**config.mk**
```make
export PLATFORM = sky130hd
export DESIGN_NAME = udp_tx_arbiter
export DESIGN_NICKNAME = d
export VERILOG_FILES = /design/src/rtl/udp_tx_arbiter.sv
export SDC_FILE = /design/constraint.sdc
export NUM_CORES = 1
export LEC_CHECK = 0
export ABC_AREA = 1
export BUFFER_PORTS_ARGS = -buffer_cell sky130_fd_sc_hd__buf_2
export CAP_MARGIN = 0
export CORE_MARGIN = 2
export CORE_UTILIZATION = 30
export DETAILED_ROUTE_END_ITERATION = 6
export GPL_TIMING_DRIVEN = 0
export PLACE_DENSITY = 0.64
export SLEW_MARGIN = 5
export SYNTH_ARGS = -nofsm -noshare
export SYNTH_HDL_FRONTEND = slang
export SYNTH_SLANG_ARGS = --single-unit
```
**constraint.sdc**
```tcl
create_clock -name clk -period 3.55 [get_ports clk]
set_input_delay 0.355 -clock clk [delete_from_list [all_inputs] [get_ports clk]]
set_output_delay 0.355 -clock clk [all_outputs]
set_load 0.03 [all_outputs]
```
**src/rtl/udp_tx_arbiter.sv**
```systemverilog
// Packet-granular round-robin arbiter sharing one UDP TX byte stream between two sources.
// Optional mid-packet stall timeout with forced flush is enabled by defining UDP_ARB_TIMEOUT_EN.
module udp_tx_arbiter #(
  parameter logic [15:0] C_TIMEOUT  = 16'd1024,
  parameter logic        C_S0_FIRST = 1'b1
) (
  input  logic        clk,
  input  logic        rst,
  input  logic        enable,
  input  logic        s0_valid,
  input  logic [7:0]  s0_data,
  input  logic [15:0] s0_length,
  input  logic        s0_last,
  input  logic        s0_reset,
  output logic        s0_ready,
  input  logic        s1_valid,
  input  logic [7:0]  s1_data,
  input  logic [15:0] s1_length,
  input  logic        s1_last,
  input  logic        s1_reset,
  output logic        s1_ready,
  input  logic        tx_ready,
  output logic [7:0]  tx_data,
  output logic        tx_valid,
  output logic        tx_last,
  output logic [15:0] tx_length,
  output logic        tx_reset,
  output logic        err_len,
  output logic [7:0]  debug
);

  typedef enum logic [1:0] {
    IDLE  = 2'd0,
    GNT0  = 2'd1,
    GNT1  = 2'd2,
    FLUSH = 2'd3
  } state_t;

  state_t      state_q, state_d;
  logic        prio_s1_q, prio_s1_d;
  logic [15:0] len_q, len_d;
  logic [15:0] cnt_q, cnt_d;
  logic        err_q, err_d;

  logic        gnt0, gnt1;
  logic        sel_valid, sel_last, beat;
  logic        pick_s1;
  logic [15:0] cnt_inc;
  logic        drop_rst;

`ifdef UDP_ARB_TIMEOUT_EN
  logic [15:0] idle_q, idle_d;
`else
  logic        unused_timeout;
  assign unused_timeout = ^C_TIMEOUT;
`endif

  assign gnt0      = (state_q == GNT0);
  assign gnt1      = (state_q == GNT1);
  assign sel_valid = (gnt0 && s0_valid) || (gnt1 && s1_valid);
  assign sel_last  = gnt1 ? s1_last : s0_last;
  assign beat      = sel_valid && tx_ready;
  // The pointer only matters on a tie; a lone requester always wins.
  assign pick_s1   = s1_valid && (!s0_valid || prio_s1_q);
  assign cnt_inc   = (cnt_q == 16'hFFFF) ? cnt_q : cnt_q + 16'd1;

  always_comb begin
    state_d   = state_q;
    prio_s1_d = prio_s1_q;
    len_d     = len_q;
    cnt_d     = cnt_q;
    err_d     = err_q;
`ifdef UDP_ARB_TIMEOUT_EN
    idle_d    = idle_q;
`endif
    case (state_q)
      IDLE: begin
        if (enable && (s0_valid || s1_valid)) begin
          state_d = pick_s1 ? GNT1 : GNT0;
          len_d   = pick_s1 ? s1_length : s0_length;
          cnt_d   = 16'd0;
`ifdef UDP_ARB_TIMEOUT_EN
          idle_d  = 16'd0;
`endif
        end
      end
      GNT0, GNT1: begin
        if (beat) begin
          cnt_d = cnt_inc;
          if (sel_last) begin
            if (cnt_inc != len_q) err_d = 1'b1;
            state_d   = IDLE;
            prio_s1_d = gnt0;
          end
        end
`ifdef UDP_ARB_TIMEOUT_EN
        if (sel_valid) begin
          idle_d = 16'd0;
        end else if (idle_q == C_TIMEOUT - 16'd1) begin
          state_d   = FLUSH;
          prio_s1_d = gnt0;
          idle_d    = 16'd0;
        end else begin
          idle_d = idle_q + 16'd1;
        end
`endif
      end
      default: begin
        state_d = IDLE;
        err_d   = 1'b1;
      end
    endcase
  end

  always_ff @(posedge clk) begin
    if (rst) begin
      state_q   <= IDLE;
      prio_s1_q <= ~C_S0_FIRST;
      len_q     <= 16'd0;
      cnt_q     <= 16'd0;
      err_q     <= 1'b0;
`ifdef UDP_ARB_TIMEOUT_EN
      idle_q    <= 16'd0;
`endif
    end else begin
      state_q   <= state_d;
      prio_s1_q <= prio_s1_d;
      len_q     <= len_d;
      cnt_q     <= cnt_d;
      err_q     <= err_d;
`ifdef UDP_ARB_TIMEOUT_EN
      idle_q    <= idle_d;
`endif
    end
  end

  // Outputs are forced to their reset values while rst is held.
  always_comb begin
    s0_ready  = 1'b0;
    s1_ready  = 1'b0;
    tx_data   = 8'h00;
    tx_valid  = 1'b0;
    tx_last   = 1'b0;
    tx_length = 16'd0;
    tx_reset  = 1'b0;
    drop_rst  = 1'b0;
    err_len   = 1'b0;
    debug     = 8'h00;
    if (!rst) begin
      tx_length = len_q;
      err_len   = err_q;
      case (state_q)
        IDLE: begin
          tx_reset = s0_reset || s1_reset;
        end
        GNT0: begin
          s0_ready = tx_ready;
          tx_data  = s0_data;
          tx_valid = s0_valid;
          tx_last  = s0_last;
          tx_reset = s0_reset;
          drop_rst = s1_reset;
        end
        GNT1: begin
          s1_ready = tx_ready;
          tx_data  = s1_data;
          tx_valid = s1_valid;
          tx_last  = s1_last;
          tx_reset = s1_reset;
          drop_rst = s0_reset;
        end
        default: begin
          tx_reset = 1'b1;
          drop_rst = s0_reset || s1_reset;
        end
      endcase
      debug = {gnt1, gnt0, state_q, drop_rst, err_q, tx_last, tx_valid};
    end
  end

endmodule
```
==> impl_metrics.tcl, run 1 <==
set metrics [dict create \
    status "completed" \
    crit_path_max_incr_delay_ns 0.38 \
    cts_resized 0 \
    clockBufferDepth 2 \
    die_h_microns 97.8 \
    first_pass_iters 5 \
    setup_viol 0 \
    synthSimpleGateAreaFrac 0.400 \
    cp_max_fo 10 \
    wl_per_cell_microns 13.0 \
    ys_seq_elements 36 \
    htree_levels 2 \
    ys_warn_count 0 \
    path_cells "inv_1 > ha_1 > clkbuf_1 > nand2_1 > a21oi_1 > buf_4 > buf_2" \
    fin_nets 618 \
    io_pins 96 \
    antenna_cells 0 \
    synth_fa_ha_area_frac 0.0237 \
    die_x_microns 97.8 \
    grtUsageTotal 0.179 \
    period_needed_ns 2.49 \
    clock_latency_ns 0.30 \
    async_flop_share 0 \
    critPathTopFamily "buffers and inverters" \
    initial_core_util 0.306 \
    synth_edf_count 0 \
    leakage_nw 1.59 \
    detail-route-antenna-nets 0 \
    rsz0062_at_grt "false" \
    gp_congestion 0.906 \
    critPathArrivalTime_ns 2.13 \
    hp-class "in -> reg" \
    syn_inst 454 \
    num_vias 3278 \
    hold_viol 0 \
    synth-xor-area-share 0.0265 \
    worstSetupStartpointType "flip-flop" \
    synth_seq_area_share 0.273 \
    cts_setup_buffers 0 \
    overflow 0 \
    irDropWorstVdd_uv 428 \
    path_clk_slew_ns 0.08 \
    drv_cap 0 \
    r2r_slack_ns 1.30 \
    post-route-drc-count 0 \
    synth_compound_gate_area_share 0.169 \
    cts_inserted_buffers 5 \
    core_area_sq_um 8640 \
    setup_tns_ns 0 \
    min_period_over_period 0.700 \
    critPathBufInv 4 \
    drtIter0Drc 140 \
    whs_ns 0.362 \
    power.density_nw_per_um2 511 \
    grt_pass1_wl_microns 14100 \
    areaGrowthSynthToFinish_pct 26.6 \
    root_buffer "clkbuf_8" \
    cts.sinks 36 \
    synthTopCellsByCount "nand2_1, nor2_1, inv_1, dfxtp_1, a21oi_1" \
    synth_cell_type_count 29 \
    hold_buffers 0 \
    clock_skew_ns 0.00675 \
    drt-total-wl_microns 8600 \
    synth.most_common_cell "nand2_1" \
    ys_top_cells_by_area "dfxtp_1, nand2_1, nor2_1" \
    synthFlopType "dfxtp_1" \
    crit_slowest_cell "dfxtp_1" \
    antenna_found_initial 0 \
    die-area_sq_um 9570 \
    synth_fp_nets 517 \
    tritoncts "yes" \
    netlist_area_sq_um 2640 \
    required_ns 3.19 \
    synth_top_family_by_area "simple AND/OR/NAND/NOR gates" \
    muxShareOfSynthArea 0 \
    post-dp-hpwl_microns 6840 \
    grt_max_degree 11 \
    syn_avg_cell_area_sq_um 5.82 \
    grt_pass1_vias 3103 \
    slew_headroom 0.598 \
    path_class "reg -> out" \
    port_buffers 94 \
    worst_pin_slew_ns 0.599 \
    drive_above_1_share 0.218 \
    rows 34 \
    synth_area_leader_cell "dfxtp_1" \
    slew_viol_final 0 \
    clock.fmax_mhz 402 \
    via_per_inst 4.94 \
    crit_path_end_kind "output port" \
    synth_top_area_frac 0.273 \
]
logic make-up after synthesis:
logic type	Yosys count
AO/OA/AOI/OAI	77
XOR/XNOR	8
adder cells (fa/ha/maj)	5
buffers and inverters	70
flip-flops	36
AND/OR/NAND/NOR	258
flip-flops by register name, summed over array words and instances (netlist names):
signal and cells:
err_q 1, len_q 16, prio_s1_q 1, cnt_q 16
state_q 2
layout make-up:
cell class / instances / area (sq um)
Multi-Input combinational cell: 348 / 1630
Fill cell: 941 / 5290
Clock buffer: 7 / 96.3
Buffer: 21 / 101
Timing Repair Buffer: 94 / 470
Sequential cell: 36 / 721
Tap cell: 108 / 135
Inverter: 49 / 184
layout by cell type, fill, tap and decap left out, drive strengths merged, types with 3 or more instances in the layout:
cell type,n
a21oi,29
nand3,28
xor2,6
nor2,68
buf,102
a211oi,3
inv,49
o31ai,16
o21ai,24
nand2,154
ha,5
dfxtp,36
clkbuf,20
nand4,6
worst min-delay path: stages:
cell,delay (ns)
buf_2,0.10
nor2_1,0.09
o31ai_1,0.08
path summary, 6_finish.rpt:
| kind | from | to | depth (start not counted) |
|---|---|---|---|
| worst min register to register | err_q$_SDFFE_PP0P_ | err_q$_SDFFE_PP0P_ | 2 |
| worst min-delay path | s1_length[7] | len_q[7]$_SDFFE_PP0P_ | 3 |
| worst max-delay path | state_q[1]$_SDFFE_PP0P_ | debug[1] | 7 |
| worst max register to register | state_q[1]$_SDFFE_PP0P_ | cnt_q[12]$_SDFFE_PP0P_ | 10 |
metrics by stage:
stage,worst slack [ns],power [mW],utilization,cell area [sq um],std cells
floorplan,1.28,1.12,-,2640,454
global placement,1.38,1.37,0.376,3250,656
detailed placement,1.33,1.39,0.376,3250,656
CTS,1.05,1.71,0.387,3340,663
global route,0.955,1.83,0.387,3340,663
finish,1.06,1.71,0.387,3340,663
where the power goes:
part	switching [mW]	total [mW]	internal, mW
Sequential	0.0351	0.491	0.456
Combinational	0.628	0.888	0.260
Clock	0.155	0.328	0.173
Total	0.818	1.71	0.889
per-layer routing:
layer,vias up,part of all wire,GRT usage
li1,1661,-,-
met1,1489,0.44,0.218
met2,117,0.49,0.317
met3,11,0.054,0.0236
met4,0,0.017,0.0748
met5,-,0,0
No activity file was read; power rests on OpenSTA's default activity.
==> run 2: changes to the inputs <==
--- a/config.mk
+++ b/config.mk
@@ -5,7 +5,7 @@
 export SDC_FILE = /design/constraint.sdc
 export NUM_CORES = 1
 export LEC_CHECK = 0
-export ABC_AREA = 1
+export ABC_AREA = 0
 export BUFFER_PORTS_ARGS = -buffer_cell sky130_fd_sc_hd__buf_2
 export CAP_MARGIN = 0
 export CORE_MARGIN = 2
==> constraint.sdc (replaced) <==
create_clock -name clk -period 2.39 [get_ports clk]
set_input_delay 0.239 -clock clk [delete_from_list [all_inputs] [get_ports clk]]
set_output_delay 0.239 -clock clk [all_outputs]
set_load 0.03 [all_outputs]
==> run 2 against run 1 <==
  * Sequential cell count unchanged
  * Critical endpoint is now err_q$_SDFFE_PP0P_
  * Area after synthesis increased by 3.7%
  * Final area increased by 7.5%
  * Critical path depth increased by 2
  * Highest routed layer unchanged
  * Critical path type is now reg -> reg
==> impl_metrics.tcl, run 2 <==
set metrics [dict create \
    clock_latency_ns 0.30 \
    synth_top_family_by_area "simple AND/OR/NAND/NOR gates" \
    min_period_over_period 0.955 \
    core_area_sq_um 8810 \
    drt-total-wl_microns 8580 \
    r2r_end "err_q$_SDFFE_PP0P_" \
    setup_tns_ns 0 \
    tritoncts "yes" \
    largest_registers "cnt_q (16), len_q (16), state_q (2)" \
    grtUsageTotal 0.167 \
    period_needed_ns 2.28 \
    cts.sinks 36 \
    async_flop_share 0 \
    synth_top_area_frac 0.263 \
    synth_area_leader_cell "dfxtp_1" \
    hold_depth 3 \
    status "completed" \
    port_buffers 94 \
    gp_congestion 0.917 \
    areaGrowthSynthToFinish_pct 31.2 \
    synth_cell_type_count 49 \
    clock.fmax_mhz 438 \
    required_ns 2.54 \
    drv_cap 0 \
    synth-xor-area-share 0.0544 \
    rows 34 \
    num_vias 3071 \
    irDropWorstVdd_uv 271 \
    crit_path_end_kind "flip-flop" \
    rsz0062_at_grt "true" \
    ys_warn_count 0 \
    hold_buffers 0 \
    r2r_slack_ns 0.11 \
    synthTopCellsByCount "nor2_1, dfxtp_1, a21oi_1, nor2b_1, mux2i_1" \
    slew_headroom 0.498 \
    die_h_microns 99.6 \
    wl_per_cell_microns 14.8 \
    path_clk_slew_ns 0.07 \
    io_pins 96 \
    syn_inst 360 \
    fill_cells 898 \
    cp_max_fo 7 \
    place_area_sq_um 3340 \
    netlist_area_sq_um 2740 \
    clockBufferDepth 2 \
    drive_above_1_share 0.306 \
    muxShareOfSynthArea 0.0694 \
    synthFlopType "dfxtp_1" \
    synth.most_common_cell "nor2_1" \
    grt_max_degree 13 \
    synth_compound_gate_area_share 0.236 \
    slew_viol_final 0 \
    antenna_found_initial 0 \
    synth_seq_area_share 0.263 \
    syn_avg_cell_area_sq_um 7.61 \
    ys_top_cells_by_area "dfxtp_1, nor2_1, mux2i_1" \
    worst_pin_slew_ns 0.753 \
    critPathArrivalTime_ns 2.44 \
    grt_pass1_vias 2860 \
    via_per_inst 5.31 \
    hp-class "in -> reg" \
    path_class "reg -> reg" \
    r2r.worst_path.cells 9 \
    placedCellCount 562 \
    synth_edf_count 0 \
    whs_ns 0.276 \
    overflow 0 \
    clock_skew_ns 0.00545 \
    r2r_start "cnt_q[0]$_SDFFE_PP0P_" \
    finalNonFillerCells 578 \
    design_area_sq_um 3590 \
    mostFrequentLayoutCells "buf_2, nor2_1, dfxtp_1, a21oi_1" \
    first_pass_iters 5 \
    drtIter0Drc 220 \
    hold_viol 0 \
    worstSetupStartpointType "flip-flop" \
    min-delay-start "s1_length[10]" \
    detail-route-antenna-nets 0 \
    root_buffer "clkbuf_8" \
    antenna_cells 0 \
    grt_pass1_wl_microns 13800 \
    leakage_nw 1.60 \
    setup_viol 0 \
    initial_core_util 0.311 \
    synth_fp_nets 423 \
    hold_end "len_q[10]$_SDFFE_PP0P_" \
    ys_seq_elements 36 \
    cts_inserted_buffers 5 \
    synthSimpleGateAreaFrac 0.289 \
    final_common_cell "buf_2" \
    post-dp-hpwl_microns 6450 \
    fin_nets 532 \
    die_x_microns 99.6 \
    htree_levels 2 \
    synth_fa_ha_area_frac 0.0228 \
    power.density_nw_per_um2 554 \
    die-area_sq_um 9910 \
    post-route-drc-count 0 \
    power_mw 1.99 \
]
==> run 2: worst max-delay path, cell delays in order (launching register included) <==
cell      delay [ns]
dfxtp_1         0.39
ha_4            0.20
nand4_2         0.26
nor4_4          0.30
buf_4           0.21
nor2_1          0.07
nand4_1         0.17
xnor2_1         0.11
nor4_2          0.29
a311oi_1        0.14
==> run 2: cell type report <==
type | count | area, sq um | share of cell area
Buffer | 31 | 149 | 0.0414
Clock buffer | 5 | 68.8 | 0.0192
Clock inverter | 3 | 42.5 | 0.0118
Inverter | 9 | 33.8 | 0.00940
Multi-Input combinational cell | 284 | 1910 | 0.532
Sequential cell | 36 | 722 | 0.201
Tap cell | 108 | 135 | 0.0376
Timing Repair Buffer | 102 | 531 | 0.148
==> run 2: kinds of logic after synthesis <==
logic type / after synthesis
AND/OR/NAND/NOR: 145
AO/OA/AOI/OAI: 97
buffers and inverters: 41
flip-flops: 36
multiplexers: 19
XOR/XNOR: 17
adder cells (fa/ha/maj): 5
==> run 2: stage by stage <==
step                 util  setup slack (ns)
global placement    0.380            -0.371
floorplan               -             0.256
CTS                 0.397           0.00531
finish              0.408             0.107
global route        0.408           -0.0325
detailed placement  0.380            -0.357
==> run 2: routing by layer <==
layer  up-vias  wire, microns  global-route usage
met5         -              0                   0
met1      1399           3840               0.219
met2       115           4110               0.288
li1       1535              -                   -
met3        22            469              0.0281
met4         0            159              0.0390
==> run 2: repair_timing <==
action / in CTS / in global routing
pin swaps: 2 / 3
buffers inserted: 2 / 6
resized for setup: 6 / 16
endpoints found under the setup margin: 7 / 19
cloned: 0 / 1
==> run 2: worst max path at each step <==
stage / to / start / slack (ns)
2_1_floorplan: err_q$_SDFFE_PP0P_ / cnt_q[0]$_SDFFE_PP0P_ / 0.26
3_3_place_gp: err_q$_SDFFE_PP0P_ / cnt_q[0]$_SDFFE_PP0P_ / -0.37
3_5_place_dp: err_q$_SDFFE_PP0P_ / cnt_q[1]$_SDFFE_PP0P_ / -0.36
4_1_cts: err_q$_SDFFE_PP0P_ / cnt_q[1]$_SDFFE_PP0P_ / 0.005
5_1_grt: cnt_q[6]$_SDFFE_PP0P_ / state_q[1]$_SDFFE_PP0P_ / -0.03
6_report: err_q$_SDFFE_PP0P_ / cnt_q[0]$_SDFFE_PP0P_ / 0.11
==> run 2: power breakdown <==
group	switching (mW)	leakage, nW	total, mW	internal, mW
Sequential	0.0556	0.294	0.707	0.651
Clock	0.242	0.0541	0.551	0.309
Combinational	0.451	1.25	0.734	0.283
==> run 3: changes to the inputs <==
==> constraint.sdc (replaced) <==
create_clock -name clk -period 2.5 [get_ports clk]
set_input_delay 0.25 -clock clk [delete_from_list [all_inputs] [get_ports clk]]
set_output_delay 0.25 -clock clk [all_outputs]
set_load 0.03 [all_outputs]
==> run 3 against run 2 <==
  * Clock skew grew 0.0018 ns
  * Critical path depth did not move
  * Critical endpoint unchanged
  * Sequential share of layout area increased by 0.47 points
  * Clock power down 4.5%
  * Worst hold slack improved by 0.0092 ns
  * Largest power group unchanged
==> impl_metrics.tcl, run 3 (synthesized netlist as in run 2, its figures left out) <==
set metrics [dict create \
    core_area_sq_um 8810 \
    clockBufferDepth 2 \
    drv_cap 0 \
    path_class "reg -> reg" \
    via_per_inst 5.23 \
    clock_skew_ns 0.00728 \
    required_ns 2.65 \
    slew_viol_final 0 \
    die_h_microns 99.6 \
    path_clk_slew_ns 0.08 \
    comb_power_share 0.368 \
    min-delay-start "s1_length[10]" \
    areaGrowthSynthToFinish_pct 28.0 \
    initial_core_util 0.311 \
    hold_viol 0 \
    leakage_nw 1.54 \
    p_int_mw 1.19 \
    fin_nets 526 \
    drtIter0Drc 183 \
    post-dp-hpwl_microns 6450 \
    path_cells "ha_4 > nand4_2 > nor4_4 > buf_4 > nor2_1 > nand4_1 > xnor2_1 > nor4_2 > a311oi_1" \
    critPathArrivalTime_ns 2.47 \
    r2r_start "cnt_q[0]$_SDFFE_PP0P_" \
    drt-total-wl_microns 8360 \
    overflow 0 \
    grt_pass1_wl_microns 13800 \
    grt_max_degree 13 \
    wl_per_cell_microns 14.6 \
    hold_end "len_q[10]$_SDFFE_PP0P_" \
    clock_latency_ns 0.30 \
    crit_slowest_cell "dfxtp_1" \
    place_ws_ns -0.247 \
    io_pins 96 \
    final_common_cell "buf_2" \
    cts_inserted_buffers 5 \
    mostFrequentLayoutCells "buf_2, nor2_1, dfxtp_1, a21oi_1" \
    r2r.worst_path.cells 9 \
    gp_congestion 0.917 \
    clock.fmax_mhz 432 \
    fill_cells 891 \
    pwr-share-seq 0.355 \
    r2r_slack_ns 0.19 \
    rsz0062_at_grt "false" \
    port_buffers 94 \
    p_sw_mw 0.715 \
    crit_path_end_kind "flip-flop" \
    grt_pass1_vias 2856 \
    period_needed_ns 2.31 \
    cp_max_fo 7 \
    root_buffer "clkbuf_8" \
    status "completed" \
    die-area_sq_um 9910 \
    rows 34 \
    drive_above_1_share 0.280 \
    htree_levels 2 \
    post-route-drc-count 0 \
    setup_viol 0 \
    grtUsageTotal 0.167 \
    power.density_nw_per_um2 543 \
    worstSetupStartpointType "flip-flop" \
    num_vias 2992 \
    irDropWorstVdd_uv 256 \
    hp-class "in -> reg" \
    tritoncts "yes" \
    r2r_end "err_q$_SDFFE_PP0P_" \
    setup_ws_ns 0.185 \
    detail-route-antenna-nets 0 \
    switching_share 0.376 \
    crit_path_max_incr_delay_ns 0.39 \
    slew_headroom 0.493 \
    die_x_microns 99.6 \
    antenna_cells 0 \
    first_pass_iters 5 \
    largest_registers "cnt_q (16), len_q (16), state_q (2)" \
    antenna_found_initial 0 \
    setup_tns_ns 0 \
    cts.sinks 36 \
    p_clk_frac 0.277 \
    worst_pin_slew_ns 0.761 \
    min_period_over_period 0.926 \
    hold_depth 3 \
]
==> run 3: cell types whose count changed in the layout (fill, tap and decap cells not counted), sizes merged <==
cell	previous run	this run
buf	114	110
clkbuf	24	23
nand4	8	7
==> run 3: how the worst max path moves through the flow <==
stage,start,end,depth (start not counted)
after detailed placement,cnt_q[1]$_SDFFE_PP0P_,err_q$_SDFFE_PP0P_,8
after global placement,cnt_q[0]$_SDFFE_PP0P_,err_q$_SDFFE_PP0P_,8
after floorplan,cnt_q[0]$_SDFFE_PP0P_,err_q$_SDFFE_PP0P_,8
final,cnt_q[0]$_SDFFE_PP0P_,err_q$_SDFFE_PP0P_,9
after CTS,cnt_q[1]$_SDFFE_PP0P_,err_q$_SDFFE_PP0P_,9
after global routing,state_q[0]$_SDFFE_PP0P_,debug[0],7
==> run 3: power by group through the flow <==
stage               clock (mW)  combinational, mW  sequential [mW]
finish                   0.526              0.701            0.676
global placement             0              0.674            0.687
detailed placement           0              0.691            0.688
floorplan                    0              0.501            0.670
global route             0.552              0.777            0.683
CTS                      0.532              0.700            0.675
==> run 3: timing repair <==
item	4_1_cts	5_1_grt
endpoints found under the setup margin	2	10
endpoints found under the hold margin	0	0
gates cloned	0	0
setup buffers	2	0
resized for setup	3	7
hold buffers	0	0
pin swaps	1	2
==> run 3: metal layers <==
layer / wire, microns / track usage
met5: 0 / 0
met4: 95 / 0.0390
met3: 455 / 0.0281
met2: 3980 / 0.287
met1: 3830 / 0.218
==> run 3: area by class of cell <==
type / instances / area, sq um / share of cell area
buffer: 32 / 145 / 0.0414
clock buffer: 5 / 68.8 / 0.0196
clock inverter: 3 / 42.5 / 0.0121
inverter: 9 / 33.8 / 0.00964
multi-input combinational: 283 / 1870 / 0.535
sequential: 36 / 721 / 0.206
tap: 108 / 135 / 0.0385
timing repair buffer: 96 / 485 / 0.138
==> run 3: stage by stage <==
| stage | cells | hold WS [ns] | instance area, sq um | utilization | power (mW) |
|---|---|---|---|---|---|
| 2_1_floorplan | 360 | 0.458 | 2740 | - | 1.17 |
| 3_3_place_gp | 562 | 0.476 | 3340 | 0.380 | 1.36 |
| 3_5_place_dp | 562 | 0.499 | 3340 | 0.380 | 1.38 |
| 4_1_cts | 572 | 0.288 | 3480 | 0.395 | 1.91 |
| 5_1_grt | 572 | 0.307 | 3510 | 0.398 | 2.01 |
| 6_report | 572 | 0.285 | 3510 | 0.398 | 1.90 |
==> run 3: critical path: cells and delay by family (launching register included) <==
family          cells  cell delay (ns)
simple gates        5             1.13
flops               1             0.39
fa+ha+maj           1             0.20
buf+inv             1             0.20
compound gates      1             0.14
xor+xnor            1             0.11
